[src/rtl/pipelined_add_sub.sv]
// pipelined_add_sub: carry-sliced pipelined adder/subtractor with valid/ready handshake
module pipelined_add_sub #(
    parameter int WIDTH  = 16,
    parameter int STAGES = 4
) (
    input  logic             clk_in,
    input  logic             rst_in,
    input  logic             valid_in,
    output logic             ready_out,
    input  logic [WIDTH-1:0] a_in,
    input  logic [WIDTH-1:0] b_in,
    input  logic             c_in,
    input  logic             sub_in,
    output logic             valid_out,
    input  logic             ready_in,
    output logic [WIDTH-1:0] sum_out,
    output logic             carry_out,
    output logic             overflow_out
);
    localparam int CHUNK = WIDTH / (STAGES < 1 ? 1 : STAGES);

    logic             en;
    logic [WIDTH-1:0] b_eff;
    logic             cin_eff;

    assign en        = ready_in || !valid_out;
    assign ready_out = en;
    assign b_eff     = sub_in ? ~b_in : b_in;
    assign cin_eff   = sub_in ? ~c_in : c_in;

    if (STAGES < 1 || WIDTH % STAGES != 0) begin : g_bad_params
        $error("pipelined_add_sub: WIDTH must be a multiple of STAGES and STAGES >= 1");
    end

    for (genvar k = 0; k < STAGES; k++) begin : g_st
        // Operands shrink by one slice per stage; the result grows by one slice
        localparam int RW = WIDTH - k * CHUNK;
        logic [RW-1:0]          a_s, b_s;
        logic                   c_s, v_s;
        logic [CHUNK:0]         add;
        logic [(k+1)*CHUNK-1:0] s_n, s_q;
        logic                   c_q, v_q;
        if (k == 0) begin : g_head
            assign a_s = a_in;
            assign b_s = b_eff;
            assign c_s = cin_eff;
            assign v_s = valid_in;
            assign s_n = add[CHUNK-1:0];
        end else begin : g_tail
            assign a_s = g_st[k-1].g_fwd.a_q;
            assign b_s = g_st[k-1].g_fwd.b_q;
            assign c_s = g_st[k-1].c_q;
            assign v_s = g_st[k-1].v_q;
            assign s_n = {add[CHUNK-1:0], g_st[k-1].s_q};
        end
        assign add = {1'b0, a_s[CHUNK-1:0]} + {1'b0, b_s[CHUNK-1:0]} + {{CHUNK{1'b0}}, c_s};
        always_ff @(posedge clk_in or posedge rst_in) begin
            if (rst_in) begin
                v_q <= 1'b0;
                c_q <= 1'b0;
                s_q <= '0;
            end else if (en) begin
                v_q <= v_s;
                if (v_s) begin
                    s_q <= s_n;
                    c_q <= add[CHUNK];
                end
            end
        end
        if (k < STAGES - 1) begin : g_fwd
            logic [RW-CHUNK-1:0] a_q, b_q;
            always_ff @(posedge clk_in or posedge rst_in) begin
                if (rst_in) begin
                    a_q <= '0;
                    b_q <= '0;
                end else if (en && v_s) begin
                    a_q <= a_s[RW-1:CHUNK];
                    b_q <= b_s[RW-1:CHUNK];
                end
            end
        end else begin : g_ovf
            logic ovf_q;
            always_ff @(posedge clk_in or posedge rst_in) begin
                if (rst_in)
                    ovf_q <= 1'b0;
                else if (en && v_s)
                    ovf_q <= (a_s[RW-1] == b_s[RW-1]) && (add[CHUNK-1] != a_s[RW-1]);
            end
        end
    end

    assign valid_out    = g_st[STAGES-1].v_q;
    assign sum_out      = g_st[STAGES-1].s_q;
    assign carry_out    = g_st[STAGES-1].c_q;
    assign overflow_out = g_st[STAGES-1].g_ovf.ovf_q;
endmodule
[config.mk]
export PLATFORM = sky130hd
export DESIGN_NAME = pipelined_add_sub
export DESIGN_NICKNAME = d
export VERILOG_FILES = /design/src/rtl/pipelined_add_sub.sv
export SDC_FILE = /design/constraint.sdc
export NUM_CORES = 1
export LEC_CHECK = 0
export ABC_AREA = 0
export BUFFER_PORTS_ARGS = -buffer_cell sky130_fd_sc_hd__buf_2
export CAP_MARGIN = 40
export CORE_UTILIZATION = 45
export CTS_BUF_LIST = sky130_fd_sc_hd__clkbuf_8
export DETAILED_ROUTE_END_ITERATION = 10
export PLACE_DENSITY = 0.69
export SLEW_MARGIN = 20
export SYNTH_ARGS = -nofsm -noshare
export SYNTH_HDL_FRONTEND = slang
export SYNTH_SLANG_ARGS = --single-unit
[constraint.sdc]
create_clock -name clk_in -period 6.5 [get_ports clk_in]
set_clock_uncertainty 0.2 [all_clocks]
set_input_delay 0.65 -clock clk_in [delete_from_list [all_inputs] [get_ports clk_in]]
set_output_delay 0.65 -clock clk_in [all_outputs]
set_load 0.05 [all_outputs]
==> flow_summary.html, run 1 <==
<table>
<tr><th>Metric</th><th>Value</th></tr>
<tr><th colspan="2">Clock tree</th></tr>
<tr><td>Clock Path Buffers</td><td>2</td></tr>
<tr><td>Worst-Skew Late Latency</td><td>350 ps</td></tr>
<tr><td>Setup Fix Bufs, Post-CTS</td><td>0</td></tr>
<tr><td>H-tree levels</td><td>3</td></tr>
<tr><td>TritonCTS clock tree</td><td>done</td></tr>
<tr><td>Clock edge transition at the registers on the reported setup and hold paths</td><td>90 ps</td></tr>
<tr><td>TritonCTS sink count</td><td>97</td></tr>
<tr><td>Library cell used as clock root buffer</td><td>sky130_fd_sc_hd__clkbuf_8</td></tr>
<tr><td>CTS Buf Count</td><td>9</td></tr>
<tr><th colspan="2">Pwr</th></tr>
<tr><td>Switching Fraction</td><td>37.6%</td></tr>
<tr><td>Cell Int Power</td><td>1.57 mW</td></tr>
<tr><td>Static Leakage</td><td>2.27 nW</td></tr>
<tr><td>Power density over the cells</td><td>504 nW/µm²</td></tr>
<tr><td>Comb power frac</td><td>42.3%</td></tr>
<tr><td>Share of total power in sequential cells</td><td>40.5%</td></tr>
<tr><td>Switching power</td><td>0.945 mW</td></tr>
<tr><td>Largest vdd supply drop</td><td>0.157 mV</td></tr>
<tr><td>Clock power share</td><td>17.2%</td></tr>
<tr><th colspan="2">Logic synthesis</th></tr>
<tr><td>Synthesized netlist net count</td><td>381</td></tr>
<tr><td>Summed instance area of the synthesized netlist</td><td>4340 µm²</td></tr>
<tr><td>Post-Synthesis Mean Instance Area</td><td>13.4 µm²</td></tr>
<tr><td>Post-synthesis sequential element count</td><td>97</td></tr>
<tr><td>Main area contributors after synthesis</td><td>sky130_fd_sc_hd__dfrtp_1 56%, sky130_fd_sc_hd__mux2_2 17%, sky130_fd_sc_hd__o21ai_0 5.5%</td></tr>
<tr><td>Synth unique cells</td><td>32</td></tr>
<tr><td>Register area share after synthesis</td><td>56.0%</td></tr>
<tr><td>Mapped Cells</td><td>323</td></tr>
<tr><td>Share of the synthesized area in the top cell type</td><td>56.0%</td></tr>
<tr><td>Biggest area consumer among synthesized cells</td><td>sky130_fd_sc_hd__dfrtp_1</td></tr>
<tr><td>Warning count from the yosys run</td><td>0</td></tr>
<tr><th colspan="2">Setup path</th></tr>
<tr><td>Worst r2r src</td><td>valid_out</td></tr>
<tr><td>Crit start category</td><td>input pin</td></tr>
<tr><td>Worst endpoint required time</td><td>6530 ps</td></tr>
<tr><td>Setup crit end kind</td><td>flop</td></tr>
<tr><td>Setup slack on the worst flop-to-flop path</td><td>4170 ps</td></tr>
<tr><td>Depth of the worst register-to-register path</td><td>4</td></tr>
<tr><td>Most prevalent standard cell on the critical path</td><td>sky130_fd_sc_hd__fa_1</td></tr>
<tr><td>Largest fanout on the critical path</td><td>17</td></tr>
<tr><td>Largest incremental delay on the critical path</td><td>450 ps</td></tr>
<tr><td>Endpoint of the worst register-to-register path</td><td>g_st[1].g_fwd.b_q[7]</td></tr>
<tr><td>Data arrival time of the worst path</td><td>2770 ps</td></tr>
<tr><td>Cells traversed along the worst timing path</td><td>buf_2, xor2_1, fa_1, fa_1, a21o_1, a2111oi_0, a21oi_1</td></tr>
<tr><td>WS Path Type</td><td>input pin to flop</td></tr>
<tr><td>Slowest stage cell on the critical path</td><td>sky130_fd_sc_hd__fa_1</td></tr>
<tr><th colspan="2">Placed design</th></tr>
<tr><td>Number of placed instances, taps included</td><td>497</td></tr>
<tr><td>Number of buffers inserted by port buffering</td><td>57</td></tr>
<tr><td>HPWL after detailed placement</td><td>5.46 mm</td></tr>
<tr><td>Placed Instance Area</td><td>4730 µm²</td></tr>
<tr><td>Weighted congestion reported at the end of routability-driven placement</td><td>0.825</td></tr>
<tr><th colspan="2">Cells and area</th></tr>
<tr><td>Number of antenna cells inserted</td><td>0</td></tr>
<tr><td>Multi-input combinational cell area</td><td>1770 µm²</td></tr>
<tr><td>Fraction of final layout cells sized beyond drive strength 1</td><td>38.2%</td></tr>
<tr><td>Most frequent standard cell in the layout excluding fill and tap cells</td><td>sky130_fd_sc_hd__dfrtp_1</td></tr>
<tr><td>Filler-free cell count of the finished design</td><td>516</td></tr>
<tr><td>Most used cells in the layout excluding fill and tap cells</td><td>97 x sky130_fd_sc_hd__dfrtp_1, 65 x sky130_fd_sc_hd__mux2_2, 57 x sky130_fd_sc_hd__buf_2</td></tr>
<tr><td>Design Area, Final</td><td>4990 µm²</td></tr>
<tr><td>Count of nets after finishing</td><td>440</td></tr>
<tr><td>Relative area change from synthesis to final layout</td><td>15.1%</td></tr>
<tr><td>Number of filler instances in the final layout</td><td>832</td></tr>
<tr><td>Register area</td><td>2430 µm²</td></tr>
<tr><th colspan="2">Drt</th></tr>
<tr><td>Via-per-instance ratio</td><td>5.09</td></tr>
<tr><td>Initial DRT Pass Iterations</td><td>4</td></tr>
<tr><td>Antenna Nets Post-Route</td><td>0</td></tr>
<tr><td>Residual DRC</td><td>0</td></tr>
<tr><td>Final wirelength</td><td>7.59 mm</td></tr>
<tr><td>Total number of vias</td><td>2627</td></tr>
<tr><td>First-iteration detailed-routing DRC count</td><td>47</td></tr>
<tr><td>Final routed wire length divided by cell count</td><td>14.7 µm</td></tr>
<tr><th colspan="2">Hold path</th></tr>
<tr><td>Startpoint of the tightest hold check path</td><td>sum_out[13]</td></tr>
<tr><td>Endpoint, Worst Hold</td><td>sum_out[13]</td></tr>
<tr><td>Class of the most critical hold timing path</td><td>flop to flop</td></tr>
<tr><td>Number of cells on the worst hold path</td><td>1</td></tr>
<tr><th colspan="2">STA</th></tr>
<tr><td>Share of the clock period used by the worst path</td><td>42.2%</td></tr>
<tr><td>Highest attainable clock frequency</td><td>365 MHz</td></tr>
<tr><td>Least-Margin Pin Slew</td><td>631 ps</td></tr>
<tr><td>Pins Over Slew Limit</td><td>0</td></tr>
<tr><td>Hold Violations, Final</td><td>0</td></tr>
<tr><td>RSZ-0062 raised after global routing</td><td>false</td></tr>
<tr><td>Worst hold-check slack</td><td>304 ps</td></tr>
<tr><td>Accumulated negative setup slack</td><td>0 ps</td></tr>
<tr><td>Worst slew margin</td><td>57.8%</td></tr>
<tr><td>Clock period minus final worst setup slack</td><td>2740 ps</td></tr>
<tr><td>Number of endpoints failing setup at the final stage</td><td>0</td></tr>
<tr><th colspan="2">Floorplan</th></tr>
<tr><td>IO Pins</td><td>58</td></tr>
<tr><td>DIE AREA</td><td>10000 µm²</td></tr>
<tr><td>Starting density of the core</td><td>46.7%</td></tr>
<tr><td>Area of the core</td><td>9280 µm²</td></tr>
<tr><td>Die height</td><td>100 µm</td></tr>
<tr><td>Overall die width</td><td>100 µm</td></tr>
<tr><td>Cell Rows</td><td>35</td></tr>
<tr><th colspan="2">GRT</th></tr>
<tr><td>Number of global-route vias before repair</td><td>2679</td></tr>
<tr><td>Global route overflow</td><td>0</td></tr>
<tr><td>Initial antenna violation count</td><td>0</td></tr>
<tr><td>Total track usage</td><td>16.5%</td></tr>
<tr><td>Pin count of the biggest net entering global routing</td><td>47</td></tr>
<tr><td>First-pass GRT wire length</td><td>12.7 mm</td></tr>
<tr><th colspan="2">Flow run</th></tr>
<tr><td>Maximum Capacitance Violations</td><td>0</td></tr>
<tr><th colspan="2">Outcome</th></tr>
<tr><td>Status</td><td>finished clean</td></tr>
</table>
[layout make-up]
class                      count  share of cell area (%)
clock buffer                  10                    2.76
clock inverter                 6                    1.78
inverter                      13                    1.05
multi-input combinational    199                    35.4
sequential                    97                    48.6
tap                          129                    3.23
timing repair buffer          62                    7.14
[cell families (layout without fill, tap and decap cells)]
kind of cell	after synthesis	in the layout	share of synthesized area [%]
AO/OA/AOI/OAI	75	75	9.84
XOR/XNOR	21	21	4.24
adder cells (fa/ha/maj)	20	20	7.16
buffers and inverters	27	91	3.23
flip-flops	97	97	56.0
multiplexers	65	65	16.9
AND/OR/NAND/NOR	18	18	2.68
[worst max-delay path by stage]
stage | start | endpoint | depth (start not counted)
5_1_grt | sub_in | g_st[0].c_q | 7
3_5_place_dp | sub_in | g_st[0].c_q | 7
3_3_place_gp | sub_in | g_st[0].c_q | 7
4_1_cts | sub_in | g_st[0].c_q | 7
2_1_floorplan | rst_in | carry_out | 1
6_report | sub_in | g_st[0].c_q | 7
[repair_timing]
item                                   CTS  global route
hold buffers                             1             0
endpoints found under the hold margin   13             0
gates resized for setup                  0             0
[per-layer routing]
layer | routed length, µm | track usage [%] | vias up | share of wire [%]
met5 | 0 | 0 | - | 0
met4 | 127 | 6.47 | 0 | 1.7
met3 | 276 | 3.41 | 12 | 3.6
met2 | 3740 | 26.7 | 45 | 49
met1 | 3450 | 21.8 | 1310 | 45
li1 | - | - | 1260 | -
[sequential cells by signal (all words and copies together) (netlist names)]
register,count
g_st.g_fwd.a_q,24
g_st.v_q,3
overflow_out,1
valid_out,1
g_st.g_fwd.b_q,24
carry_out,1
sum_out,16
g_st.s_q,24
g_st.c_q,3
[per-stage QoR]
| stage | setup slack, ps | utilization [%] | power, mW |
|---|---|---|---|
| floorplan | 3120 | - | 1.86 |
| global placement | 3450 | 50.7 | 2.05 |
| detailed placement | 3380 | 51.0 | 2.10 |
| CTS | 3770 | 53.5 | 2.54 |
| global route | 3630 | 53.8 | 2.70 |
| finish | 3760 | 53.8 | 2.51 |
[critical path, delay by kind of cell]
kind	cells	cell delay, ps
XOR/XNOR	1	170
AO/OA/AOI/OAI	3	670
buffers and inverters	1	420
adder cells (fa/ha/maj)	2	860
[synthesized netlist by cell type]
library cell                number
sky130_fd_sc_hd__dfrtp_1        97
sky130_fd_sc_hd__mux2_2         65
sky130_fd_sc_hd__o21ai_0        48
sky130_fd_sc_hd__xnor2_1        14
sky130_fd_sc_hd__ha_1           12
sky130_fd_sc_hd__inv_1          12
sky130_fd_sc_hd__a21oi_1         9
sky130_fd_sc_hd__fa_1            8
sky130_fd_sc_hd__xor2_1          7
sky130_fd_sc_hd__a21boi_0        5
sky130_fd_sc_hd__buf_2           5
sky130_fd_sc_hd__nand3_1         5
sky130_fd_sc_hd__a21o_1          4
sky130_fd_sc_hd__clkbuf_1        4
sky130_fd_sc_hd__buf_6           3
sky130_fd_sc_hd__nand2_1         3
sky130_fd_sc_hd__o31ai_1         3
sky130_fd_sc_hd__a2111oi_0       2
sky130_fd_sc_hd__a211oi_1        2
sky130_fd_sc_hd__and3b_1         2
sky130_fd_sc_hd__buf_4           2
sky130_fd_sc_hd__a311o_1         1
sky130_fd_sc_hd__and3_1          1
sky130_fd_sc_hd__inv_4           1
sky130_fd_sc_hd__nand2_2         1
sky130_fd_sc_hd__nand2_4         1
sky130_fd_sc_hd__nand3b_1        1
sky130_fd_sc_hd__nor2_2          1
sky130_fd_sc_hd__nor2b_1         1
sky130_fd_sc_hd__nor2b_4         1
sky130_fd_sc_hd__nor3_1          1
sky130_fd_sc_hd__o41ai_1         1
[power groups by stage]
| stage | Sequential (mW) | Combinational [mW] | Clock (mW) |
|---|---|---|---|
| after floorplan | 1.19 | 0.664 | 0 |
| after global placement | 1.03 | 1.02 | 0 |
| after detailed placement | 1.04 | 1.06 | 0 |
| after CTS | 1.02 | 1.07 | 0.445 |
| after global routing | 1.06 | 1.17 | 0.471 |
| final | 1.02 | 1.06 | 0.432 |
No activity file was read; power rests on OpenSTA's default activity.
==> run 2: changes to the inputs <==
ABC_AREA = 1   (was 0)
clock period = 2.8 ns   (was 6.5 ns; I/O delays follow)
==> flow_summary.html, run 2 <==
<table>
<tr><th>Metric</th><th>Value</th></tr>
<tr><th colspan="2">Drt</th></tr>
<tr><td>Residual DRC</td><td>0 (unchanged)</td></tr>
<tr><td>M1 WL</td><td>4.09 mm (+19%)</td></tr>
<tr><td>Highest metal layer used by the detailed router</td><td>met4</td></tr>
<tr><td>Detail Route met3 WL</td><td>229 µm (-17%)</td></tr>
<tr><td>Sum of met2 wire segment lengths after detailed routing</td><td>3.48 mm (-6.8%)</td></tr>
<tr><td>Initial DRT Pass Iterations</td><td>4 (unchanged)</td></tr>
<tr><td>Final routed wire length divided by cell count</td><td>11.7 µm (-21%)</td></tr>
<tr><td>Total number of vias</td><td>3040 (+16%)</td></tr>
<tr><td>First-iteration detailed-routing DRC count</td><td>121 (+160%)</td></tr>
<tr><td>Final wirelength</td><td>7.91 mm (+4.2%)</td></tr>
<tr><td>Antenna Nets Post-Route</td><td>0 (unchanged)</td></tr>
<tr><td>Via-per-instance ratio</td><td>4.49 (-12%)</td></tr>
<tr><th colspan="2">GRT</th></tr>
<tr><td>Pin count of the biggest net entering global routing</td><td>42 (-11%)</td></tr>
<tr><td>First-pass GRT wire length</td><td>13.9 mm (+9.7%)</td></tr>
<tr><td>Global route overflow</td><td>0 (unchanged)</td></tr>
<tr><td>Total track usage</td><td>17.5% (+1.1 points)</td></tr>
<tr><td>Initial antenna violation count</td><td>0 (unchanged)</td></tr>
<tr><td>Number of global-route vias before repair</td><td>3110 (+16%)</td></tr>
<tr><th colspan="2">Logic synthesis</th></tr>
<tr><td>Warning count from the yosys run</td><td>0 (unchanged)</td></tr>
<tr><td>Top-count cell post-synth</td><td>sky130_fd_sc_hd__nand2_1</td></tr>
<tr><td>Synth unique cells</td><td>25 (-22%)</td></tr>
<tr><td>Most common library cells after synthesis</td><td>205 x sky130_fd_sc_hd__nand2_1, 97 x sky130_fd_sc_hd__dfrtp_1, 32 x sky130_fd_sc_hd__o21ai_0, 28 x sky130_fd_sc_hd__inv_1</td></tr>
<tr><td>Register area share after synthesis</td><td>55.2% (-0.81 points)</td></tr>
<tr><td>Post-Synthesis Mean Instance Area</td><td>9.34 µm² (-30%)</td></tr>
<tr><td>Asr flop ratio synth</td><td>100% (unchanged)</td></tr>
<tr><td>Summed instance area of the synthesized netlist</td><td>4400 µm² (+1.5%)</td></tr>
<tr><td>Mapped Cells</td><td>471 (+46%)</td></tr>
<tr><td>Post-synthesis sequential element count</td><td>97 (unchanged)</td></tr>
<tr><td>Main synth FF type</td><td>sky130_fd_sc_hd__dfrtp_1</td></tr>
<tr><td>Synthesized netlist net count</td><td>529 (+39%)</td></tr>
<tr><td>Share of the synthesized area in the top cell type</td><td>55.2% (-0.81 points)</td></tr>
<tr><td>Biggest area consumer among synthesized cells</td><td>sky130_fd_sc_hd__dfrtp_1</td></tr>
<tr><td>Count of flip-flops with a built-in enable after synthesis</td><td>0 (unchanged)</td></tr>
<tr><td>Main area contributors after synthesis</td><td>sky130_fd_sc_hd__dfrtp_1 55%, sky130_fd_sc_hd__nand2_1 17%, sky130_fd_sc_hd__fa_1 3.6%</td></tr>
<tr><th colspan="2">Clock tree</th></tr>
<tr><td>CTS Buf Count</td><td>9 (unchanged)</td></tr>
<tr><td>Library cell used as clock root buffer</td><td>sky130_fd_sc_hd__clkbuf_8</td></tr>
<tr><td>TritonCTS sink count</td><td>97 (unchanged)</td></tr>
<tr><td>TritonCTS clock tree</td><td>done</td></tr>
<tr><td>Clock Path Buffers</td><td>2 (unchanged)</td></tr>
<tr><td>Worst-Skew Late Latency</td><td>350 ps (about the same)</td></tr>
<tr><td>H-tree levels</td><td>3 (unchanged)</td></tr>
<tr><td>Clock edge transition at the registers on the reported setup and hold paths</td><td>90 ps (about the same)</td></tr>
<tr><th colspan="2">Floorplan</th></tr>
<tr><td>Overall die width</td><td>101 µm (+0.71%)</td></tr>
<tr><td>Starting density of the core</td><td>47.0% (+0.24 points)</td></tr>
<tr><td>IO Pins</td><td>58 (unchanged)</td></tr>
<tr><td>Area of the core</td><td>9370 µm² (+0.94%)</td></tr>
<tr><td>Die height</td><td>101 µm (+0.71%)</td></tr>
<tr><td>DIE AREA</td><td>10200 µm² (+1.4%)</td></tr>
<tr><td>Cell Rows</td><td>35 (unchanged)</td></tr>
<tr><th colspan="2">Setup path</th></tr>
<tr><td>WS Path Type</td><td>flop to flop</td></tr>
<tr><td>Largest fanout on the critical path</td><td>2 (-15)</td></tr>
<tr><td>Crit start category</td><td>flop</td></tr>
<tr><td>Data arrival time of the worst path</td><td>1990 ps (-780 ps)</td></tr>
<tr><td>Worst endpoint required time</td><td>2850 ps (-3680 ps)</td></tr>
<tr><td>Setup crit end kind</td><td>flop</td></tr>
<tr><th colspan="2">Pwr</th></tr>
<tr><td>Comb power frac</td><td>40.2% (-2.1 points)</td></tr>
<tr><td>Switching Fraction</td><td>41.6% (+4.0 points)</td></tr>
<tr><td>Power density over the cells</td><td>1050 nW/µm² (+110%)</td></tr>
<tr><td>Largest vdd supply drop</td><td>0.386 mV (+150%)</td></tr>
<tr><td>Cell Int Power</td><td>3.17 mW (+100%)</td></tr>
<tr><td>Share of total power in sequential cells</td><td>42.2% (+1.7 points)</td></tr>
<tr><td>Clock power share</td><td>17.6% (+0.4 points)</td></tr>
<tr><td>Switching power</td><td>2.25 mW (+140%)</td></tr>
<tr><td>Static Leakage</td><td>2.72 nW (+20%)</td></tr>
<tr><th colspan="2">STA</th></tr>
<tr><td>Share of the clock period used by the worst path</td><td>69.5%</td></tr>
<tr><td>Accumulated negative setup slack</td><td>0 ps (unchanged)</td></tr>
<tr><td>Worst slew margin</td><td>73.9% (+16 points)</td></tr>
<tr><td>Hold Violations, Final</td><td>0 (unchanged)</td></tr>
<tr><td>RSZ-0062 raised after global routing</td><td>false</td></tr>
<tr><td>Number of endpoints failing setup at the final stage</td><td>0 (unchanged)</td></tr>
<tr><td>Highest attainable clock frequency</td><td>514 MHz</td></tr>
<tr><td>Least-Margin Pin Slew</td><td>391 ps (-240 ps)</td></tr>
<tr><td>Clock period minus final worst setup slack</td><td>1940 ps</td></tr>
<tr><td>Worst hold-check slack</td><td>16.5 ps (-287 ps)</td></tr>
<tr><td>Pins Over Slew Limit</td><td>0 (unchanged)</td></tr>
<tr><th colspan="2">Cells and area</th></tr>
<tr><td>Relative area change from synthesis to final layout</td><td>17.4%</td></tr>
<tr><td>Largest registers</td><td>g_st.g_fwd.a_q x24, g_st.g_fwd.b_q x24, g_st.s_q x24</td></tr>
<tr><td>Most frequent standard cell in the layout excluding fill and tap cells</td><td>sky130_fd_sc_hd__nand2_1</td></tr>
<tr><td>Fraction of final layout cells sized beyond drive strength 1</td><td>18.1% (-20 points)</td></tr>
<tr><td>Most used cells in the layout excluding fill and tap cells</td><td>205 x sky130_fd_sc_hd__nand2_1, 97 x sky130_fd_sc_hd__dfrtp_1, 57 x sky130_fd_sc_hd__buf_2</td></tr>
<tr><td>Number of antenna cells inserted</td><td>0 (unchanged)</td></tr>
<tr><td>Count of nets after finishing</td><td>601 (+37%)</td></tr>
<tr><th colspan="2">Outcome</th></tr>
<tr><td>Status</td><td>finished clean</td></tr>
<tr><th colspan="2">Placed design</th></tr>
<tr><td>Number of buffers inserted by port buffering</td><td>57 (unchanged)</td></tr>
<tr><td>HPWL after detailed placement</td><td>5.67 mm (+3.9%)</td></tr>
<tr><td>Weighted congestion reported at the end of routability-driven placement</td><td>0.733 (-11%)</td></tr>
<tr><th colspan="2">Hold path</th></tr>
<tr><td>Class of the most critical hold timing path</td><td>input pin to flop</td></tr>
<tr><th colspan="2">Flow run</th></tr>
<tr><td>Maximum Capacitance Violations</td><td>0 (unchanged)</td></tr>
</table>
==> run 2: cell count changes in the layout (fill, tap and decap cells not counted), sizes merged, moves of 10 or more <==
cell	previous run	this run
nand3	5	15
dlygate4sd3	1	16
inv	13	33
mux2	65	0
nand2	5	208
==> run 2: cell type report <==
type	instances	area, µm²
clock buffers	9	124
fillers	897	4210
repair buffers	79	515
inverters	33	133
flip-flops and latches	97	2430
clock inverters	7	86.3
multi-input cells	323	1720
well taps	129	161
==> run 2: path summary, 6_finish.rpt <==
path	slack (ps)	from	endpoint	depth (start not counted)
setup / recovery	860	g_st[2].c_q	carry_out	6
min in group asynchronous	180	rst_in	g_st[0].g_fwd.b_q[8]	3
max in group asynchronous	1510	rst_in	g_st[0].g_fwd.a_q[0]	5
hold / removal	20	b_in[6]	g_st[0].g_fwd.b_q[2]	3
hold reg to reg	270	g_st[1].g_fwd.b_q[5]	g_st[2].g_fwd.b_q[1]	2
setup reg to reg	860	g_st[2].c_q	carry_out	6
==> run 2: power groups by stage <==
| stage | registers (mW) | logic, mW | clock network, mW |
|---|---|---|---|
| 5_1_grt | 2.36 | 2.48 | 1.03 |
| 2_1_floorplan | 2.65 | 1.36 | 0 |
| 3_5_place_dp | 2.31 | 2.18 | 0 |
| 6_report | 2.29 | 2.18 | 0.956 |
| 4_1_cts | 2.29 | 2.21 | 0.985 |
| 3_3_place_gp | 2.29 | 2.10 | 0 |
==> run 2: cell families after synthesis <==
logic type,Yosys count,share of synthesized area (%)
AOI/OAI and AO/OA,51,6.65
and+or+nand+nor,231,21.2
adders and majority gates,20,7.05
buffers and inverters,51,5.80
DFF,97,55.2
xor gates and xnor gates,21,4.18
==> run 2: metrics by stage <==
step                worst slack, ps  area, µm²  util [%]  instances  total power, mW
global route                    737       5160      55.1        677             5.87
CTS                             839       5160      55.1        677             5.48
global placement                766       4770      50.9        644             4.39
detailed placement              731       4790      51.2        645             4.49
floorplan                       669       4400         -        471             4.01
finish                          855       5160      55.1        677             5.42
==> run 2: metal layers <==
layer | vias up | track usage (%)
met2 | 64 | 28.0
li1 | 1611 | -
met3 | 9 | 2.29
met4 | 0 | 7.36
met5 | - | 0
met1 | 1356 | 24.2
==> run 2: timing repair <==
action	CTS	global route
endpoints found under the hold margin	95	0
hold buffers	16	0
resized for setup	0	0
setup buffers	0	0
==> run 2: critical path, stage by stage, from the launching register on <==
cell                      delay (ps)
sky130_fd_sc_hd__dfrtp_1         410
sky130_fd_sc_hd__fa_1            480
sky130_fd_sc_hd__fa_1            420
sky130_fd_sc_hd__nand2_1          80
sky130_fd_sc_hd__a21oi_1          50
sky130_fd_sc_hd__nor3_1          140
sky130_fd_sc_hd__nor2_1           60
